[src/rtl/duck_shot_pkg.sv]
// Shared types and helpers for the duck-layer light-gun detector.
// The state enum, luma width and luma helper live here so other frame-paced blocks can reuse them.
package duck_shot_pkg;

  typedef enum logic [2:0] {
    IDLE,
    ARM,
    FLASH,
    REPORT,
    COOLDOWN
  } state_e;

  localparam int LUMA_W = 6;

  // Brightness proxy: plain sum of the three 4-bit channels, 0..45.
  function automatic logic [LUMA_W-1:0] rgb_luma(input logic [11:0] rgb);
    return LUMA_W'(rgb[11:8]) + LUMA_W'(rgb[7:4]) + LUMA_W'(rgb[3:0]);
  endfunction

endpackage

[src/rtl/vga_frame_edge.sv]
// One-cycle frame marker on the rising edge of vblank.
// The edge detector holds the previous vblank level in a register.
module vga_frame_edge (
  input  logic clk,
  input  logic rst_n,
  input  logic vblnk_i,
  output logic frame_o
);

  logic vblnk_q;

  // NOTE: state registers use non-blocking assignments so every flop samples pre-edge values.
  always_ff @(posedge clk or negedge rst_n) begin
    if (!rst_n) vblnk_q <= 1'b0;
    else        vblnk_q <= vblnk_i;
  end

  assign frame_o = vblnk_i & ~vblnk_q;

endmodule

[src/rtl/duck_shot_detect.sv]
// Light-gun back end: on a trigger edge, requests a flash frame and samples the stream at the cursor.
// At the end of the frame it reports hit/miss, then holds off new shots for a cooldown.
module duck_shot_detect
  import duck_shot_pkg::*;
#(
  parameter int LUMA_THRESHOLD  = 36,
  parameter int FLASH_FRAMES    = 1,
  parameter int COOLDOWN_FRAMES = 15
) (
  input  logic        clk,
  input  logic        rst_n,
  input  logic [10:0] vga_hcount_i,
  input  logic [10:0] vga_vcount_i,
  input  logic        vga_hblnk_i,
  input  logic        vga_vblnk_i,
  input  logic [11:0] vga_rgb_i,
  input  logic        trigger_i,
  input  logic [9:0]  cursor_x_i,
  input  logic [9:0]  cursor_y_i,
  output logic        flash_o,
  output logic        busy_o,
  output logic        shot_hit_o,
  output logic        shot_miss_o,
  output logic [11:0] sample_rgb_o
);

  localparam logic [7:0]        FC_LAST  = 8'(FLASH_FRAMES - 1);
  localparam logic [7:0]        CD_LAST  = 8'(COOLDOWN_FRAMES - 1);
  localparam logic [LUMA_W-1:0] LUMA_THR = LUMA_W'(LUMA_THRESHOLD);

  state_e              state_q, state_d;
  logic                flash_q, flash_d;
  logic [9:0]          cx_q, cx_d, cy_q, cy_d;
  logic                sampled_q, sampled_d;
  logic [11:0]         rgb_q, rgb_d;
  logic [LUMA_W-1:0]   luma_q, luma_d;
  logic [7:0]          fc_q, fc_d, cd_q, cd_d;
  logic                trigger_q;
  logic                fr, trig_rise, pix_match, is_hit;

  vga_frame_edge u_frame_edge (
    .clk     (clk),
    .rst_n   (rst_n),
    .vblnk_i (vga_vblnk_i),
    .frame_o (fr)
  );

  assign trig_rise = trigger_i & ~trigger_q;
  assign pix_match = (vga_hcount_i == {1'b0, cx_q}) && (vga_vcount_i == {1'b0, cy_q})
                     && !vga_hblnk_i && !vga_vblnk_i;

  // NOTE: every register in this block is small control or data state, so all of it takes the async reset.
  always_ff @(posedge clk or negedge rst_n) begin
    if (!rst_n) begin
      state_q   <= IDLE;
      flash_q   <= 1'b0;
      cx_q      <= '0;
      cy_q      <= '0;
      sampled_q <= 1'b0;
      rgb_q     <= '0;
      luma_q    <= '0;
      fc_q      <= '0;
      cd_q      <= '0;
      trigger_q <= 1'b0;
    end else begin
      state_q   <= state_d;
      flash_q   <= flash_d;
      cx_q      <= cx_d;
      cy_q      <= cy_d;
      sampled_q <= sampled_d;
      rgb_q     <= rgb_d;
      luma_q    <= luma_d;
      fc_q      <= fc_d;
      cd_q      <= cd_d;
      trigger_q <= trigger_i;
    end
  end

  always_comb begin
    // NOTE: hold-value defaults first so no path through the case leaves a signal unassigned (no latches).
    state_d   = state_q;
    flash_d   = flash_q;
    cx_d      = cx_q;
    cy_d      = cy_q;
    sampled_d = sampled_q;
    rgb_d     = rgb_q;
    luma_d    = luma_q;
    fc_d      = fc_q;
    cd_d      = cd_q;
    unique case (state_q)
      IDLE: begin
        if (trig_rise) begin
          cx_d      = cursor_x_i;
          cy_d      = cursor_y_i;
          sampled_d = 1'b0;
          state_d   = ARM;
        end
      end
      ARM: begin
        // Raising flash at vblank gives upstream stages a whole blanking period to react.
        if (fr) begin
          flash_d = 1'b1;
          fc_d    = '0;
          state_d = FLASH;
        end
      end
      FLASH: begin
        if (pix_match && !sampled_q) begin
          rgb_d     = vga_rgb_i;
          luma_d    = rgb_luma(vga_rgb_i);
          sampled_d = 1'b1;
        end
        if (fr) begin
          if (fc_q == FC_LAST) begin
            flash_d = 1'b0;
            state_d = REPORT;
          end else begin
            fc_d = fc_q + 8'd1;
          end
        end
      end
      REPORT: begin
        cd_d    = '0;
        state_d = (COOLDOWN_FRAMES == 0) ? IDLE : COOLDOWN;
      end
      COOLDOWN: begin
        if (fr) begin
          if (cd_q == CD_LAST) state_d = IDLE;
          else                 cd_d    = cd_q + 8'd1;
        end
      end
      default: state_d = IDLE;
    endcase
  end

  assign is_hit       = sampled_q && (luma_q >= LUMA_THR);
  assign flash_o      = flash_q;
  assign busy_o       = (state_q != IDLE);
  assign shot_hit_o   = (state_q == REPORT) && is_hit;
  assign shot_miss_o  = (state_q == REPORT) && !is_hit;
  assign sample_rgb_o = rgb_q;

endmodule

[config.mk]
export PLATFORM = sky130hd
export DESIGN_NAME = duck_shot_detect
export DESIGN_NICKNAME = d
export VERILOG_FILES = /design/src/rtl/duck_shot_pkg.sv /design/src/rtl/vga_frame_edge.sv /design/src/rtl/duck_shot_detect.sv
export SDC_FILE = /design/constraint.sdc
export NUM_CORES = 1
export LEC_CHECK = 0
export ABC_AREA = 1
export ABC_CLOCK_PERIOD_IN_PS = 4400
export CAP_MARGIN = 20
export CORE_MARGIN = 5
export CORE_UTILIZATION = 45
export CTS_BUF_LIST = sky130_fd_sc_hd__clkbuf_8 sky130_fd_sc_hd__clkbuf_16
export CTS_CLUSTER_DIAMETER = 50
export DETAILED_ROUTE_END_ITERATION = 10
export GPL_TIMING_DRIVEN = 0
export PLACE_DENSITY_LB_ADDON = 0.15
export SLEW_MARGIN = 20
export SYNTH_ARGS = -nofsm -noshare
export SYNTH_HDL_FRONTEND = slang
export SYNTH_SLANG_ARGS = --single-unit
export TNS_END_PERCENT = 10
[constraint.sdc]
create_clock -name clk -period 4.4 [get_ports clk]
set_input_delay 0.66 -clock clk [delete_from_list [all_inputs] [get_ports clk]]
set_output_delay 0.66 -clock clk [all_outputs]
set_load 0.01 [all_outputs]
Yosys cells after proc, flatten, opt, wreduce, memory -nomap -nowiden

Index checks and enable logic that the tools add are counted.

Order comparisons: 1
Bitwise operators: 4
Equal/unequal tests: 16
Add/subtract/negate cells: 4
Multiplexer cells: 21
Reductions and logical operators: 24

Operators with widths:

| kind                  | count |
|---|---|
| $mux W8               | 5 |
| $pmux W8 S2           | 2 |
| $eq A11 B10 Y1        | 2 |
| $mux W3               | 6 |
| $ne A2 B2 Y1 const B  | 9 |
| $add A8 B1 Y8 const B | 2 |
| $pmux W3 S5           | 1 |
| $eq A8 B4 Y1 const B  | 1 |
| $logic_not A8 Y1      | 1 |
| $reduce_and A4 Y1     | 2 |
| $logic_and A1 B1 Y1   | 7 |
| $add A5 B4 Y6         | 1 |
| $eq A3 B2 Y1 const B  | 2 |
| $ge A6 B6 Y1 const B  | 1 |
| $reduce_and A3 Y1     | 2 |
| $reduce_and A6 Y1     | 1 |
| $reduce_bool A2 Y1    | 3 |
| $add A4 B4 Y5         | 1 |
| $mux W1               | 5 |
| $logic_not A1 Y1      | 4 |
| $pmux W1 S2           | 2 |
| $reduce_and A2 Y1     | 2 |
| $eq A3 B1 Y1 const B  | 1 |
| $eq A3 B3 Y1 const B  | 1 |
| other kinds (4)       | 6 |

Flip-flop bits (word level): 61
Word-level logic and storage cells: 81
Output and inout port bits: 16
Input bits: 59

Longest topological paths before layout

Depth in word-level cells: 7
Mapped depth: 11

Modules after synthesis

Synthesis repeated with hierarchy kept, for this count alone.

Cell total of the unflattened synthesis: 449
Area, all modules: 3444.6 sq um

Modules (own cells, without submodules):

| module           | times used | cells an instance | area each (sq um) | seq. area each (sq um) |
|---|---|---|---|---|
| duck_shot_detect | 1          | 446               | 3409.5            | 1451.4 |
| vga_frame_edge   | 1          | 3                 | 35.0              | 25.0 |

Worst setup path before layout

OpenSTA, ideal clock, no wires.

Path type: input-to-reg
Start point: input vga_rgb_i[1]
End point: register luma_q[5]
Data required time: 4.326 ns
Slack: 2.248 ns
Cell stages on the path: 7
Library setup time: 0.074 ns
Arrival: 2.078 ns
Cell sequence: fa_1 -> ha_1 -> inv_1 -> fa_1 -> nor2_1 -> o21ai_0 -> o21ai_2

Cells in the longest elaborated chain, start to end: 1

Ends and longest elaborated chain:

| element                | line                   | source |
|---|---|---|
| start: declaration     | duck_shot_detect.sv:16 | `input logic [11:0] vga_rgb_i,` |
| $add A5 B4 Y6          | duck_shot_pkg.sv:17    | `return LUMA_W'(rgb[11:8]) + LUMA_W'(rgb[7:4]) + LUMA_W'(rgb[3:0]);` |
| end signal: assignment | duck_shot_detect.sv:72 | `luma_q <= luma_d;` |
| end: declaration       | duck_shot_detect.sv:36 | `logic [LUMA_W-1:0] luma_q, luma_d;` |

Every way passes these cells.
A chain may end at the register's enable or synchronous reset.

Worst setup path after layout

Start point: register state_q[1]
End point: output shot_hit_o

Cells in the longest elaborated chain, start to end: 2

Ends and longest elaborated chain:

| element                  | line                    | source |
|---|---|---|
| start: declaration       | duck_shot_detect.sv:31  | `state_e state_q, state_d;` |
| start signal: assignment | duck_shot_detect.sv:66  | `state_q <= state_d;` |
| $eq A3 B2 Y1             | duck_shot_detect.sv:139 | `assign shot_hit_o = (state_q == REPORT) && is_hit;` |
| $logic_and A1 B1 Y1      | duck_shot_detect.sv:139 |  |
| end: declaration         | duck_shot_detect.sv:22  | `output logic shot_hit_o,` |

Every way passes these cells.

==> impl_metrics.ini <==
[route]
vias = 2951
antenna_left = 0
drc = 0
dr.pass1.iters = 4
drtIter0Drc = 74
drt-total-wl_mm = 7.503
wl_per_cell_um = 11.69
vias_per_cell = 4.597

[critical_path]
crit_path_start_kind = flop
crit_required_ns = 3.74
worstPathMaxFanout = 4
cp_slowest_cell = clkdlybuf4s50_1
slowest_delay_ns = 0.59
criticalPathCategory = reg -> out
cp_common_cell = nor3_1
cp_cell_sequence = inv_2, nor3_1, inv_1, nor3_1, clkdlybuf4s50_1
endpoint_kind = primary output
crit_arrival_ns = 1.94

[clock_tree]
cts.clk_slew.worst_paths_ns = 0.07
cts_hold_buf = 0
cts_made_buffers = 9
cts_sinks = 59
cts-resized-gates = 0
cts_max_level = 3
cts_tree = built
clk_latency_ns = 0.33
cts_root_buffer = clkbuf_8
cts_setup_buffers = 0
clockBufferDepth = 2

[job]
drv_cap = 0

[grt]
overflow = 0
track_usage = 0.1672
grt_pass1_wl_mm = 13.02
grt_max_degree = 49
antenna_found_initial = 0
grt_pass1_vias = 2965

[cells_and_area]
insertedDiodeCount = 0
nets = 606
nFillCells = 687
syn_to_final_growth_pct = 32.32
final_layout_size_suffix_gt1_frac = 0.1389
seq_area_um2 = 1476
fin_area_um2 = 4584
final_cells = 642
multi_input_area_um2 = 1625
post-route-util = 0.6026

[die]
die_h_um = 97.75
start_util = 0.4554
die_x_um = 97.75
dieArea_um2 = 9554
coreArea_um2 = 7607
io_pins = 75
row_count = 32

[place]
dp_slack_ns = 1.680
dp_cells = 626
gp_congestion = 0.8729
dpl_cell_area_um2 = 4358
hpwl_mm = 5.790
port_buffers = 74

[synthesis]
ys_ff_latch = 59
synth_nets = 520
synth_area_leaders = dfrtp_1 (43%), nand2_1 (15%), inv_1 (8.0%)
yosysMostFrequentCell = nand2_1
synth_common_cells = nand2_1 (138), inv_1 (74), dfrtp_1 (59)
synth_edf_count = 0
synth_warnings = 0
synth_top_area_share = 0.4261
synth_top_area_cell = dfrtp_1
synthFlopType = dfrtp_1
synth.distinct_cells = 30
syn_area_per_cell_um2 = 7.716
seq_area_frac_synth = 0.4261
netlist_area_um2 = 3465
synthCells = 449
async_flop_share = 1.000

[timing]
rsz0062_at_grt = no
max_slew_margin = 0.7003
hold_violations = 0
worst_slew_pin_slew_ns = 0.4495
setup_ws_ns = 1.799
hold_ws_ns = 0.1619
skew_ns = 0.009583
post-route-period-util = 0.5911
setup_viol = 0
max_freq_ghz = 0.3845
slew_viol_final = 0
period_needed_ns = 2.601
setup_tns_ns = 0

[power_and_ir_drop]
p_int_mw = 1.278
seq_power_share = 0.386
sw_frac_of_total = 0.3512
netSwitchingPower_uw = 691.5
p_leak_nw = 2.241
pwr-share-clk = 0.284
total_power_mw = 1.969
ir_worst_vdd_v = 0.0001861
combPwrFrac = 0.329
powerDensity_nw_per_um2 = 429.5

[run_status]
status = completed

[hold_path]
hp-class = in -> async
power by group through the flow:
stage	registers, mW	logic, mW	clock network [mW]
detailed placement	0.770	0.656	0
finish	0.760	0.649	0.560
floorplan	0.753	0.453	0
global placement	0.764	0.638	0
CTS	0.761	0.660	0.574
global route	0.778	0.756	0.601
final cells by class:
cell class              instances  share of cell area
inverters                      80             0.06550
multi-input cells             302              0.3545
repair buffers                 75              0.1670
flip-flops and latches         59              0.3221
clock buffers                  11             0.03302
clock inverters                 5             0.01638
well taps                     102             0.02784
plain buffers                   8             0.01365
critical path, delay by kind of cell, from the launching register on:
| family | cells | cell delay, ns |
|---|---|---|
| flops | 1 | 0.50 |
| buf+inv | 3 | 0.78 |
| simple gates | 2 | 0.33 |
path summary, 6_finish.rpt:
kind	cells past startpoint	startpoint	to	slack (ns)
max in group asynchronous	2	rst_n	sample_rgb_o[7]	3.76
min reg2reg	2	sample_rgb_o[8]	sample_rgb_o[8]	0.49
max reg2reg	7	state_q[2]	cx_q[1]	2.80
min	1	rst_n	fc_q[6]	0.16
max	5	state_q[1]	shot_hit_o	1.80
min in group clk	2	sample_rgb_o[8]	sample_rgb_o[8]	0.49
kinds of logic (layout without fill, tap and decap cells):
logic type	Yosys count	in the layout	synth area share
AND/OR/NAND/NOR	223	223	0.2875
buffers and inverters	88	179	0.1047
AO/OA/AOI/OAI	59	59	0.1073
flip-flops	59	59	0.4261
adder cells (fa/ha/maj)	12	12	0.05417
XOR/XNOR	8	8	0.02022
routing by layer:
metal / vias to the layer above / routed length (um) / GRT usage
met5: - / 0 / 0
met4: 0 / 123 / 0.06709
met3: 9 / 202 / 0.03071
met2: 40 / 3739 / 0.2868
met1: 1350 / 3437 / 0.2085
li1: 1552 / - / -
flip-flops by register name, indices dropped and copies added, names as in the netlist:
| register | cells |
|---|---|
| cd_q | 8 |
| u_frame_edge.vblnk_q | 1 |
| sampled_q | 1 |
| luma_q | 4 |
| trigger_q | 1 |
| state_q | 3 |
| sample_rgb_o | 12 |
| cy_q | 10 |
| flash_o | 1 |
| fc_q | 8 |
| cx_q | 10 |
placed cells by master, fill, tap and decap left out, types with 4 or more instances in the layout:
master,n
clkbuf_8,11
nor2_4,4
clkdlybuf4s50_1,73
dfrtp_1,59
o21ai_2,19
ha_1,7
o21ai_1,13
nand3_1,22
nor2_1,28
inv_2,6
nand2_2,13
xor2_1,6
o21ai_0,23
nand2_1,138
inv_1,74
fa_1,5
nand4_1,5
Power figures use the tool's default switching activity.
